$ cat src/rtl/instruction_fetch_stage.sv
// Fetch stage: owns the PC, issues one imem read at a time and fills the
// IF/ID register, with a one-entry skid buffer for responses during stalls.
module instruction_fetch_stage #(
  parameter int               PC_W      = 8,
  parameter int               INSTR_W   = 16,
  parameter logic [PC_W-1:0]  RESET_PC  = '0,
  parameter logic [INSTR_W-1:0] NOP_INSTR = '0
) (
  input  logic               clk,
  input  logic               rst_n,
  output logic               imem_req,
  output logic [PC_W-1:0]    imem_addr,
  input  logic               imem_ready,
  input  logic               imem_rvalid,
  input  logic [INSTR_W-1:0] imem_rdata,
  input  logic               redirect_valid,
  input  logic [PC_W-1:0]    redirect_pc,
  input  logic               id_stall,
  output logic               if_valid,
  output logic [INSTR_W-1:0] if_instr,
  output logic [PC_W-1:0]    if_pc
);

  typedef enum logic {IDLE, WAIT} state_t;

  state_t               state;
  state_t               state_nxt;
  logic [PC_W-1:0]      pc;
  logic [PC_W-1:0]      req_pc;
  logic                 drop;
  logic                 hold;
  logic                 skid_valid;
  logic [INSTR_W-1:0]   skid_instr;
  logic [PC_W-1:0]      skid_pc;
  logic                 can_issue;
  logic                 accept;
  logic                 resp;

  always_comb begin
    can_issue = !redirect_valid
              & !skid_valid
              & !(if_valid & id_stall)
              & ((state == IDLE) | imem_rvalid);
    // an unaccepted request stays up until taken or withdrawn by redirect
    imem_req  = rst_n & !redirect_valid & (can_issue | hold);
    imem_addr = pc;
    accept    = imem_req & imem_ready;
    resp      = (state == WAIT) & imem_rvalid
              & !drop & !redirect_valid;
    state_nxt = state;
    if (redirect_valid) begin
      if (imem_rvalid) state_nxt = IDLE;
    end else if (accept) begin
      state_nxt = WAIT;
    end else if (imem_rvalid) begin
      state_nxt = IDLE;
    end
  end

  always_ff @(posedge clk or negedge rst_n) begin
    if (!rst_n) state <= IDLE;
    else        state <= state_nxt;
  end

  always_ff @(posedge clk or negedge rst_n) begin
    if (!rst_n) begin
      pc         <= RESET_PC;
      req_pc     <= RESET_PC;
      drop       <= 1'b0;
      hold       <= 1'b0;
      skid_valid <= 1'b0;
      skid_instr <= NOP_INSTR;
      skid_pc    <= '0;
      if_valid   <= 1'b0;
      if_instr   <= NOP_INSTR;
      if_pc      <= '0;
    end else begin
      hold <= imem_req & !imem_ready;
      if (accept) begin
        pc     <= pc + PC_W'(1);
        req_pc <= pc;
      end
      if (redirect_valid) begin
        pc         <= redirect_pc;
        drop       <= (state == WAIT) & !imem_rvalid;
        skid_valid <= 1'b0;
        if_valid   <= 1'b0;
        if_instr   <= NOP_INSTR;
      end else begin
        if ((state == WAIT) & imem_rvalid) drop <= 1'b0;
        if (skid_valid & !id_stall) begin
          if_valid   <= 1'b1;
          if_instr   <= skid_instr;
          if_pc      <= skid_pc;
          skid_valid <= 1'b0;
        end else if (resp & (!if_valid | !id_stall)) begin
          if_valid <= 1'b1;
          if_instr <= imem_rdata;
          if_pc    <= req_pc;
        end else if (resp) begin
          skid_valid <= 1'b1;
          skid_instr <= imem_rdata;
          skid_pc    <= req_pc;
        end else if (if_valid & !id_stall) begin
          if_valid <= 1'b0;
          if_instr <= NOP_INSTR;
        end
      end
    end
  end

endmodule
$ cat config.mk
export PLATFORM = sky130hd
export DESIGN_NAME = instruction_fetch_stage
export DESIGN_NICKNAME = d
export VERILOG_FILES = /design/src/rtl/instruction_fetch_stage.sv
export SDC_FILE = /design/constraint.sdc
export NUM_CORES = 1
export LEC_CHECK = 0
export CORE_ASPECT_RATIO = 1.1
export CORE_UTILIZATION = 46
export CTS_CLUSTER_DIAMETER = 60
export DETAILED_ROUTE_END_ITERATION = 6
export GPL_ROUTABILITY_DRIVEN = 1
export PLACE_DENSITY = 0.76
export SYNTH_ARGS = -nofsm -noshare
export SYNTH_HDL_FRONTEND = slang
export SYNTH_SLANG_ARGS = --single-unit
$ cat constraint.sdc
create_clock -name clk -period 1.65 [get_ports clk]
set_clock_uncertainty 0.1 [all_clocks]
set_input_delay 0.33 -clock clk [delete_from_list [all_inputs] [get_ports clk]]
set_output_delay 0.33 -clock clk [all_outputs]
set_load 0.05 [all_outputs]
==> flow_metrics.tcl, run 1 <==
set metrics [dict create \
    die_w_um 79.7 \
    finalMaxSlewViolations 0 \
    dpl_cell_area_mm2 0.00436 \
    powerDensity_mw_per_mm2 1060 \
    reg2reg_depth 6 \
    yosysMostFrequentCell "dfrtp_1" \
    synth_area_leaders "dfrtp_1, mux2_2, a22o_1" \
    cp_slowest_cell "clkdlybuf4s50_1" \
    cpLargestDelayFamily "buffers and inverters" \
    antenna_left 0 \
    violations "setup timing" \
    critPathCaptureType "output pin" \
    yosysSeqAreaShare_pct 56.6 \
    dieArea_mm2 0.00697 \
    path_cells "clkdlybuf4s50_1 > nand2_4 > a31oi_4 > nand2b_4 > nor2_4 > buf_12" \
    leakagePower_nw 2.28 \
    fin_nets 363 \
    timing.critical_path.arrival_ns 1.53 \
    critPathMaxStageDelay_ns 0.54 \
    grt_max_degree 40 \
    syn_inst 235 \
    syn_area_mm2 0.00305 \
    cp-start-kind "primary input" \
    antenna_found_initial 0 \
    rows 30 \
    period_minus_slack_ns 1.96 \
    post-dp-hpwl_um 4930 \
    synth_top_area_share_pct 56.6 \
    dieHeight_um 87.4 \
    clockBufferDepth 2 \
    finalCritPeriodShare_pct 119 \
    final_cell_area_mm2 0.00465 \
    syn_avg_cell_area_um2 13.0 \
    crit_buf_inv 2 \
    finalWirelength_um 7260 \
    antenna_cells 0 \
    ys_warn_count 0 \
    vdd_drop_max_uv 743 \
    gp_congestion 0.812 \
    outcome "finished, violations left" \
    htreeDepth 3 \
    yosys.area.top_type "dfrtp_1" \
    cts_inserted_buffers 9 \
    final_util_pct 73.7 \
    synth_common_cells "dfrtp_1, mux2_2, a21o_1, a22o_1, nand2_1" \
    tns_ns -4.53 \
    critPathKind "primary input to output pin" \
    clock_latency_ns 0.35 \
    synth_edf_count 0 \
    vias_per_cell 5.55 \
    cts.reportedPaths.clkPinSlew_ns 0.07 \
    first_pass_iters 5 \
    gr-usage-all-layers_pct 23.0 \
    drv_cap 0 \
    hold_viol 0 \
    clkSinkCount 69 \
    drive_above_1_share_pct 41.2 \
    rsz0062_at_grt "true" \
    grt_pass1_vias 2416 \
    path_depth 6 \
    max_freq_mhz 511 \
    drc 0 \
    gr-total-overflow 0 \
    area_delta_synth_final_pct 52.2 \
    critPathMaxFanout 3 \
    cts_tree "built" \
    initial_utilization_pct 48.4 \
    synth.net_count 266 \
    ys_ff_latch 69 \
    synthFlopType "dfrtp_1" \
    synthArstFlopShare_pct 100 \
    finalSetupViolations 54 \
    numPortBuffers 63 \
    tightest_slew_ns 0.480 \
    fin_ws_ns -0.306 \
    clockRootBuffer "clkbuf_8" \
    synth_cell_types 41 \
    cp_data_required_time_ns 1.22 \
    dr_total_vias 2303 \
    grt_pass1_wl_um 11700 \
    dr.first_iter.drc_count 169 \
    relSlewSlack_pct 68.0 \
    wl_per_cell_um 17.5 \
    fp.coreArea_mm2 0.00631 \
    io_pins 64 \
    hold_class "primary input to async pin" \
]
cell families (layout without fill, tap and decap cells):
group / count (synthesis) / after routing / synth area share (%)
flops: 69 / 69 / 56.6
fa+ha+maj: 1 / 1 / 0.410
simple gates: 48 / 48 / 8.61
buf+inv: 15 / 115 / 2.83
compound gates: 62 / 62 / 16.3
mux: 40 / 40 / 15.3
cell usage in the layout, fill, tap and decap left out, drive strengths merged, types with 2 or more instances in the layout:
cell,n
dfrtp,69
buf,69
mux2,32
clkdlybuf4s50,26
nand2,17
a22o,16
a21o,16
clkbuf,12
o21ai,11
nor2,10
mux2i,8
a31oi,8
or3,4
inv,3
nand3,3
o211ai,3
nor3,3
o31ai,3
or4,2
nand4,2
routing by layer:
layer  track usage (%)  part of all wire, %  vias up
met3              5.45                  4.3       11
met2              37.1                   52       66
met1              28.1                   42     1162
met5                 0                    0        -
met4              12.9                  1.7        0
li1                  -                    -     1064
final timing paths:
| path | startpoint | slack [ns] | end |
|---|---|---|---|
| hold reg to reg | skid_instr[15]$_DFFE_PN0P_ | 0.40 | skid_instr[15]$_DFFE_PN0P_ |
| hold / removal | rst_n | 0.04 | req_pc[7]$_DFFE_PN0P_ |
| setup reg to reg | state$_DFF_PN0_ | -0.24 | req_pc[2]$_DFFE_PN0P_ |
| min in group clk | imem_ready | 0.13 | hold$_DFF_PN0_ |
| max in group asynchronous | rst_n | 0.62 | skid_instr[13]$_DFFE_PN0P_ |
| setup / recovery | id_stall | -0.31 | imem_req |
cell type report:
cell class | instances | area [um2]
clock inverter | 2 | 35.0
tap | 80 | 100
inverter | 3 | 11.3
timing repair buffer | 98 | 1290
clock buffer | 12 | 155
sequential | 69 | 1730
fill | 391 | 1660
multi-input combinational | 151 | 1320
stage by stage:
step / hold slack [ns] / power, W / cells / setup WS [ns]
floorplan: -0.0656 / 0.00276 / 235 / -0.108
global placement: 0.319 / 0.00353 / 397 / -0.466
detailed placement: 0.332 / 0.00357 / 397 / -0.504
CTS: 0.0348 / 0.00494 / 414 / -0.268
global route: 0.0865 / 0.00516 / 415 / -0.366
finish: 0.0373 / 0.00493 / 415 / -0.306
registers in the layout, indices dropped and copies added (netlist names):
name        flops
if_instr       16
skid_instr     16
if_pc           8
imem_addr       8
req_pc          8
skid_pc         8
drop            1
hold            1
if_valid        1
skid_valid      1
state           1
what timing repair did:
item                       4_1_cts  5_1_grt
pin swaps                        3        8
setup buffers                    2        1
gates resized for setup          6       11
hold buffers                     1        0
gates cloned                     0        0
hold endpoints to repair        30        0
setup endpoints to repair       55       61
power breakdown:
group	total (W)	switching [W]	internal (W)
Clock	0.00136	0.000601	0.000762
Sequential	0.00211	0.000219	0.00189
Combinational	0.00146	0.000703	0.000756
Total	0.00493	0.00152	0.00341
Note: power is estimated with default switching activity, not from simulation.
==> inputs of run 2 (changes only) <==
Settings changed: ABC_AREA from default to 1.
==> flow_metrics.tcl, run 2 <==
set metrics [dict create \
    outcome "finished, violations left" \
    violations "setup timing" \
    area_delta_synth_final_pct 43.8 \
    period_minus_slack_ns 1.66 \
    synthArstFlopShare_pct 100 \
    synth.net_count 431 \
    reg2reg_depth 9 \
    antenna_found_initial 0 \
    dr_total_vias 2790 \
    first_pass_iters 5 \
    worstHoldStart "rst_n" \
    syn_avg_cell_area_um2 7.89 \
    synth_cell_types 20 \
    relSlewSlack_pct 76.1 \
    yosysSeqAreaShare_pct 54.7 \
    antenna_left 0 \
    antenna_cells 0 \
    post-dp-hpwl_um 4850 \
    powerDensity_mw_per_mm2 1080 \
    grt_pass1_vias 2485 \
    finalSetupViolations 1 \
    syn_area_mm2 0.00315 \
    clkSinkCount 69 \
    drc 0 \
    gr-total-overflow 0 \
    synth_edf_count 0 \
    synth_top_area_share_pct 54.7 \
    grt_max_degree 70 \
    final_cell_mix "nand2_1, dfrtp_1, inv_1, buf_12, o21ai_0" \
    yosysMostFrequentCell "nand2_1" \
    p_clk_share_pct 27.3 \
    ys_ff_latch 69 \
    synth_common_cells "nand2_1, dfrtp_1, inv_1" \
    top_regs "if_instr: 16 flops, skid_instr: 16 flops" \
    rows 31 \
    fin_ws_ns -0.00796 \
    hold_path_depth 5 \
    gp_congestion 0.772 \
    clockBufferDepth 2 \
    finalWirelength_um 6840 \
    finalMaxSlewViolations 0 \
    finalCritPeriodShare_pct 100 \
    dieHeight_um 88.9 \
    netSwitchingFraction_pct 32.1 \
    max_freq_mhz 603 \
    cts.reportedPaths.clkPinSlew_ns 0.07 \
    critPathCaptureType "output pin" \
    initial_utilization_pct 47.8 \
    synthFlopType "dfrtp_1" \
    cts_tree "built" \
    dieArea_mm2 0.00719 \
    cp_data_required_time_ns 1.22 \
    dpl_cell_area_mm2 0.00429 \
    yosys.area.top_type "dfrtp_1" \
    htreeDepth 3 \
    cts_inserted_buffers 9 \
    cp-start-kind "flip-flop" \
    p_sw_w 0.00157 \
    timing.critical_path.arrival_ns 1.23 \
    vdd_drop_max_uv 744 \
    r2r_end "if_pc[3]$_DFFE_PN0P_" \
    wl_per_cell_um 12.1 \
    leakagePower_nw 2.34 \
    whs_endpoint "hold$_DFF_PN0_" \
    p_int_w 0.00332 \
    drv_cap 0 \
    critPathMaxFanout 2 \
    final_cell_area_mm2 0.00454 \
    numPortBuffers 63 \
    ys_warn_count 0 \
    io_pins 64 \
    hold_viol 0 \
    vias_per_cell 4.94 \
    tightest_slew_ns 0.358 \
    final_util_pct 68.8 \
    grt_pass1_wl_um 11400 \
    reg2reg_slack_ns 0.15 \
    die_w_um 81.0 \
    fp.coreArea_mm2 0.00659 \
    gr-usage-all-layers_pct 21.1 \
    clockRootBuffer "clkbuf_8" \
    rsz0062_at_grt "true" \
    pwr-share-comb_pct 29.5 \
    synth_area_leaders "dfrtp_1, nand2_1, o21ai_0" \
    p_seq_share_pct 43.2 \
    critPathKind "flip-flop to output pin" \
    drive_above_1_share_pct 17.4 \
    clock_latency_ns 0.33 \
    dr.first_iter.drc_count 234 \
    hold_class "primary input to flip-flop" \
    syn_inst 400 \
    r2r-start "if_valid$_DFFE_PN0P_" \
    final_common_cell "nand2_1" \
    fin_nets 509 \
]
## run 2: cell types whose count changed in the layout (fill, tap and decap cells not counted), sizes merged, moves of 4 or more
cell and delta:
mux2i -8, a31oi -8, nand3 +17, nand2 +133, a22o -16, a21o -16, a21oi +16, or3 -4
inv +38, nor2 +15, buf -12, o21ai +43, mux2 -32
## run 2: cell type report
cell class                      instances  area, um2
Inverter                               41        154
Timing Repair Buffer                   86       1170
Sequential cell                        69       1730
Tap cell                               82        103
Multi-Input combinational cell        271       1180
Clock buffer                           12        145
Clock inverter                          4       47.5
Fill cell                             529       2060
## run 2: timing repair
action                                 in CTS  in global routing
setup buffers                               2                  2
hold buffers                                1                  0
setup endpoints to repair                   1                  1
gates resized for setup                     9                  0
endpoints found under the hold margin      69                  0
pin swaps                                   3                  2
## run 2: how the worst max path moves through the flow
stage,from,endpoint,slack (ns)
floorplan,imem_addr[1]$_DFFE_PN0P_,imem_addr[6]$_DFFE_PN0P_,0.03
global placement,redirect_valid,if_pc[4]$_DFFE_PN0P_,-0.21
detailed placement,redirect_valid,if_pc[3]$_DFFE_PN0P_,-0.28
CTS,if_valid$_DFFE_PN0P_,imem_req,-0.04
global route,if_valid$_DFFE_PN0P_,imem_req,-0.11
finish,if_valid$_DFFE_PN0P_,imem_req,-0.008
## run 2: logic make-up (layout without fill, tap and decap cells)
family,Yosys count,after routing,share of synthesized area (%)
adders and majority gates,1,1,0.397
and+or+nand+nor,198,198,25.0
AOI/OAI and AO/OA,70,70,11.1
buffers and inverters,60,143,8.17
DFF,69,69,54.7
xor gates and xnor gates,2,2,0.555
## run 2: worst max-delay path, cell delays in order (launching register included)
cell and delay [ns]:
dfrtp_2 0.42, nand2_2 0.08, nand3_2 0.07, nand2_2 0.07
nand2_2 0.06, inv_2 0.07, buf_12 0.13
## run 2: layer usage
layer	routed length, um	vias up	global-route usage, %
met3	384	6	4.95
met5	0	-	0
met2	3370	85	34.1
met4	75	0	8.28
li1	-	1411	-
met1	3000	1288	27.6
## run 2: metrics by stage
stage / hold slack, ns / instances / TNS, ns / total power [W] / worst slack [ns]
floorplan: -0.0656 / 400 / 0 / 0.00281 / 0.0278
global placement: 0.349 / 544 / -11.74 / 0.00355 / -0.212
detailed placement: 0.340 / 544 / -15.64 / 0.00358 / -0.282
CTS: 0.274 / 563 / -0.0439 / 0.00493 / -0.0439
global route: 0.317 / 565 / -0.106 / 0.00513 / -0.106
finish: 0.292 / 565 / -0.00796 / 0.00488 / -0.00796
## run 2: power by group through the flow
| stage | sequential (W) | combinational [W] | clock, W |
|---|---|---|---|
| 6_report | 0.00211 | 0.00144 | 0.00133 |
| 5_1_grt | 0.00214 | 0.00155 | 0.00144 |
| 4_1_cts | 0.00211 | 0.00145 | 0.00137 |
| 3_5_place_dp | 0.00214 | 0.00144 | 0 |
| 3_3_place_gp | 0.00213 | 0.00141 | 0 |
| 2_1_floorplan | 0.00244 | 0.000367 | 0 |
==> inputs of run 3 (changes only) <==
Settings changed: CORE_MARGIN from default to 3, CTS_CLUSTER_DIAMETER 60 to 30.
==> flow_metrics.tcl, run 3 (synthesis results as in run 2) <==
set metrics [dict create \
    outcome "finished, violations left" \
    violations "setup timing" \
    gp_congestion 0.813 \
    nFillCells 498 \
    path_cells "nand2_2 > nand3_2 > nand2_2 > nand2_2 > inv_2 > buf_12" \
    critPathKind "flip-flop to output pin" \
    antenna_cells 0 \
    grt_pass1_vias 2694 \
    timing.critical_path.arrival_ns 1.26 \
    vdd_drop_max_uv 609 \
    dr_total_vias 2843 \
    rows 31 \
    gr-total-overflow 0 \
    grt_pass1_wl_um 12500 \
    drc 0 \
    numPortBuffers 63 \
    final_cell_mix "nand2_1, dfrtp_1, inv_1" \
    clockBufferDepth 2 \
    multi_input_area_mm2 0.00121 \
    tns_ns -0.0418 \
    worstHoldStart "imem_rvalid" \
    drive_above_1_share_pct 19.7 \
    initial_utilization_pct 47.6 \
    hold_class "primary input to flip-flop" \
    finalWirelength_um 7360 \
    vias_per_cell 4.95 \
    clock_latency_ns 0.34 \
    final_common_cell "nand2_1" \
    powerDensity_mw_per_mm2 1030 \
    cp-start-kind "flip-flop" \
    cts_inserted_buffers 9 \
    max_freq_mhz 592 \
    leakagePower_nw 2.38 \
    hold_viol 0 \
    antenna_left 0 \
    dieHeight_um 92.9 \
    clockRootBuffer "clkbuf_8" \
    dpl_cell_area_mm2 0.00426 \
    clkSinkCount 69 \
    critPathMaxFanout 2 \
    dieArea_mm2 0.00789 \
    fp.coreArea_mm2 0.00663 \
    finalCritPeriodShare_pct 102 \
    drv_cap 0 \
    critPathMaxStageDelay_ns 0.42 \
    top_regs "if_instr: 16 flops, skid_instr: 16 flops" \
    gr-usage-all-layers_pct 20.1 \
    finalSetupViolations 2 \
    die_w_um 85.0 \
    critPathCaptureType "output pin" \
    antenna_found_initial 0 \
    relSlewSlack_pct 76.2 \
    final_cell_area_mm2 0.00460 \
    period_minus_slack_ns 1.69 \
    io_pins 64 \
    cts.reportedPaths.clkPinSlew_ns 0.06 \
    cp-startpoint "if_valid$_DFFE_PN0P_" \
    dr.first_iter.drc_count 149 \
    tightest_slew_ns 0.357 \
    wl_per_cell_um 12.8 \
    fin_nets 519 \
    finalMaxSlewViolations 0 \
    cp_data_required_time_ns 1.22 \
    htreeDepth 3 \
    area.sequential_mm2 0.00173 \
    area_delta_synth_final_pct 45.9 \
    rsz0062_at_grt "true" \
    post-dp-hpwl_um 4960 \
    cp_slowest_cell "dfrtp_2" \
    crit_top_cell "nand2_2" \
    cts_tree "built" \
    fin_ws_ns -0.0386 \
    first_pass_iters 4 \
    grt_max_degree 70 \
    r2r-start "if_valid$_DFFE_PN0P_" \
]
==> run 3: power by group <==
part           switching (W)  internal, W
clock network       0.000578     0.000575
logic               0.000775     0.000708
registers           0.000219      0.00190
total                0.00157      0.00318
==> run 3: final timing paths <==
kind,to,slack [ns],cells past startpoint
worst max-delay path,imem_req,-0.04,6
worst min-delay path,drop$_DFFE_PN0P_,0.36,4
worst max register to register,hold$_DFF_PN0_,0,11
worst min register to register,if_instr[2]$_DFFE_PN0P_,0.38,2
max in group asynchronous,if_valid$_DFFE_PN0P_,0.60,3
min in group asynchronous,skid_instr[6]$_DFFE_PN0P_,0.55,3
==> run 3: cell type report <==
cell class / count / share of cell area, %
multi-input combinational: 271 / 26.2
sequential: 69 / 37.6
tap: 82 / 2.23
timing repair buffer: 96 / 27.1
clock buffer: 13 / 3.24
clock inverter: 2 / 0.218
inverter: 41 / 3.40
==> run 3: routing by layer <==
| layer | track usage [%] | wire, um | share of wire (%) |
|---|---|---|---|
| met3 | 4.80 | 404 | 5.5 |
| met4 | 9.23 | 163 | 2.2 |
| met5 | 0 | 0 | 0 |
| met1 | 26.1 | 3180 | 43 |
| met2 | 31.8 | 3620 | 49 |
==> run 3: what timing repair did <==
item | 4_1_cts | 5_1_grt
gates cloned | 0 | 2
resized for setup | 9 | 18
endpoints found under the hold margin | 69 | 0
setup buffers | 11 | 2
endpoints found under the setup margin | 1 | 38
pin swaps | 4 | 2
hold buffers | 1 | 0
==> run 3: stage by stage <==
step	total power, W	cells	setup slack [ns]	utilization [%]	hold WS, ns
finish	0.00475	574	-0.0386	69.4	0.362
global route	0.00501	574	-0.110	69.4	0.407
CTS	0.00477	570	-0.0349	68.3	0.346
detailed placement	0.00358	543	-0.276	64.2	0.348
global placement	0.00354	543	-0.201	64.2	0.353
floorplan	0.00281	400	0.0278	-	-0.0656
==> run 3: critical path, delay by kind of cell (launching register included) <==
kind                   cells  cell delay [ns]
buffers and inverters      2             0.20
flip-flops                 1             0.42
AND/OR/NAND/NOR            4             0.30
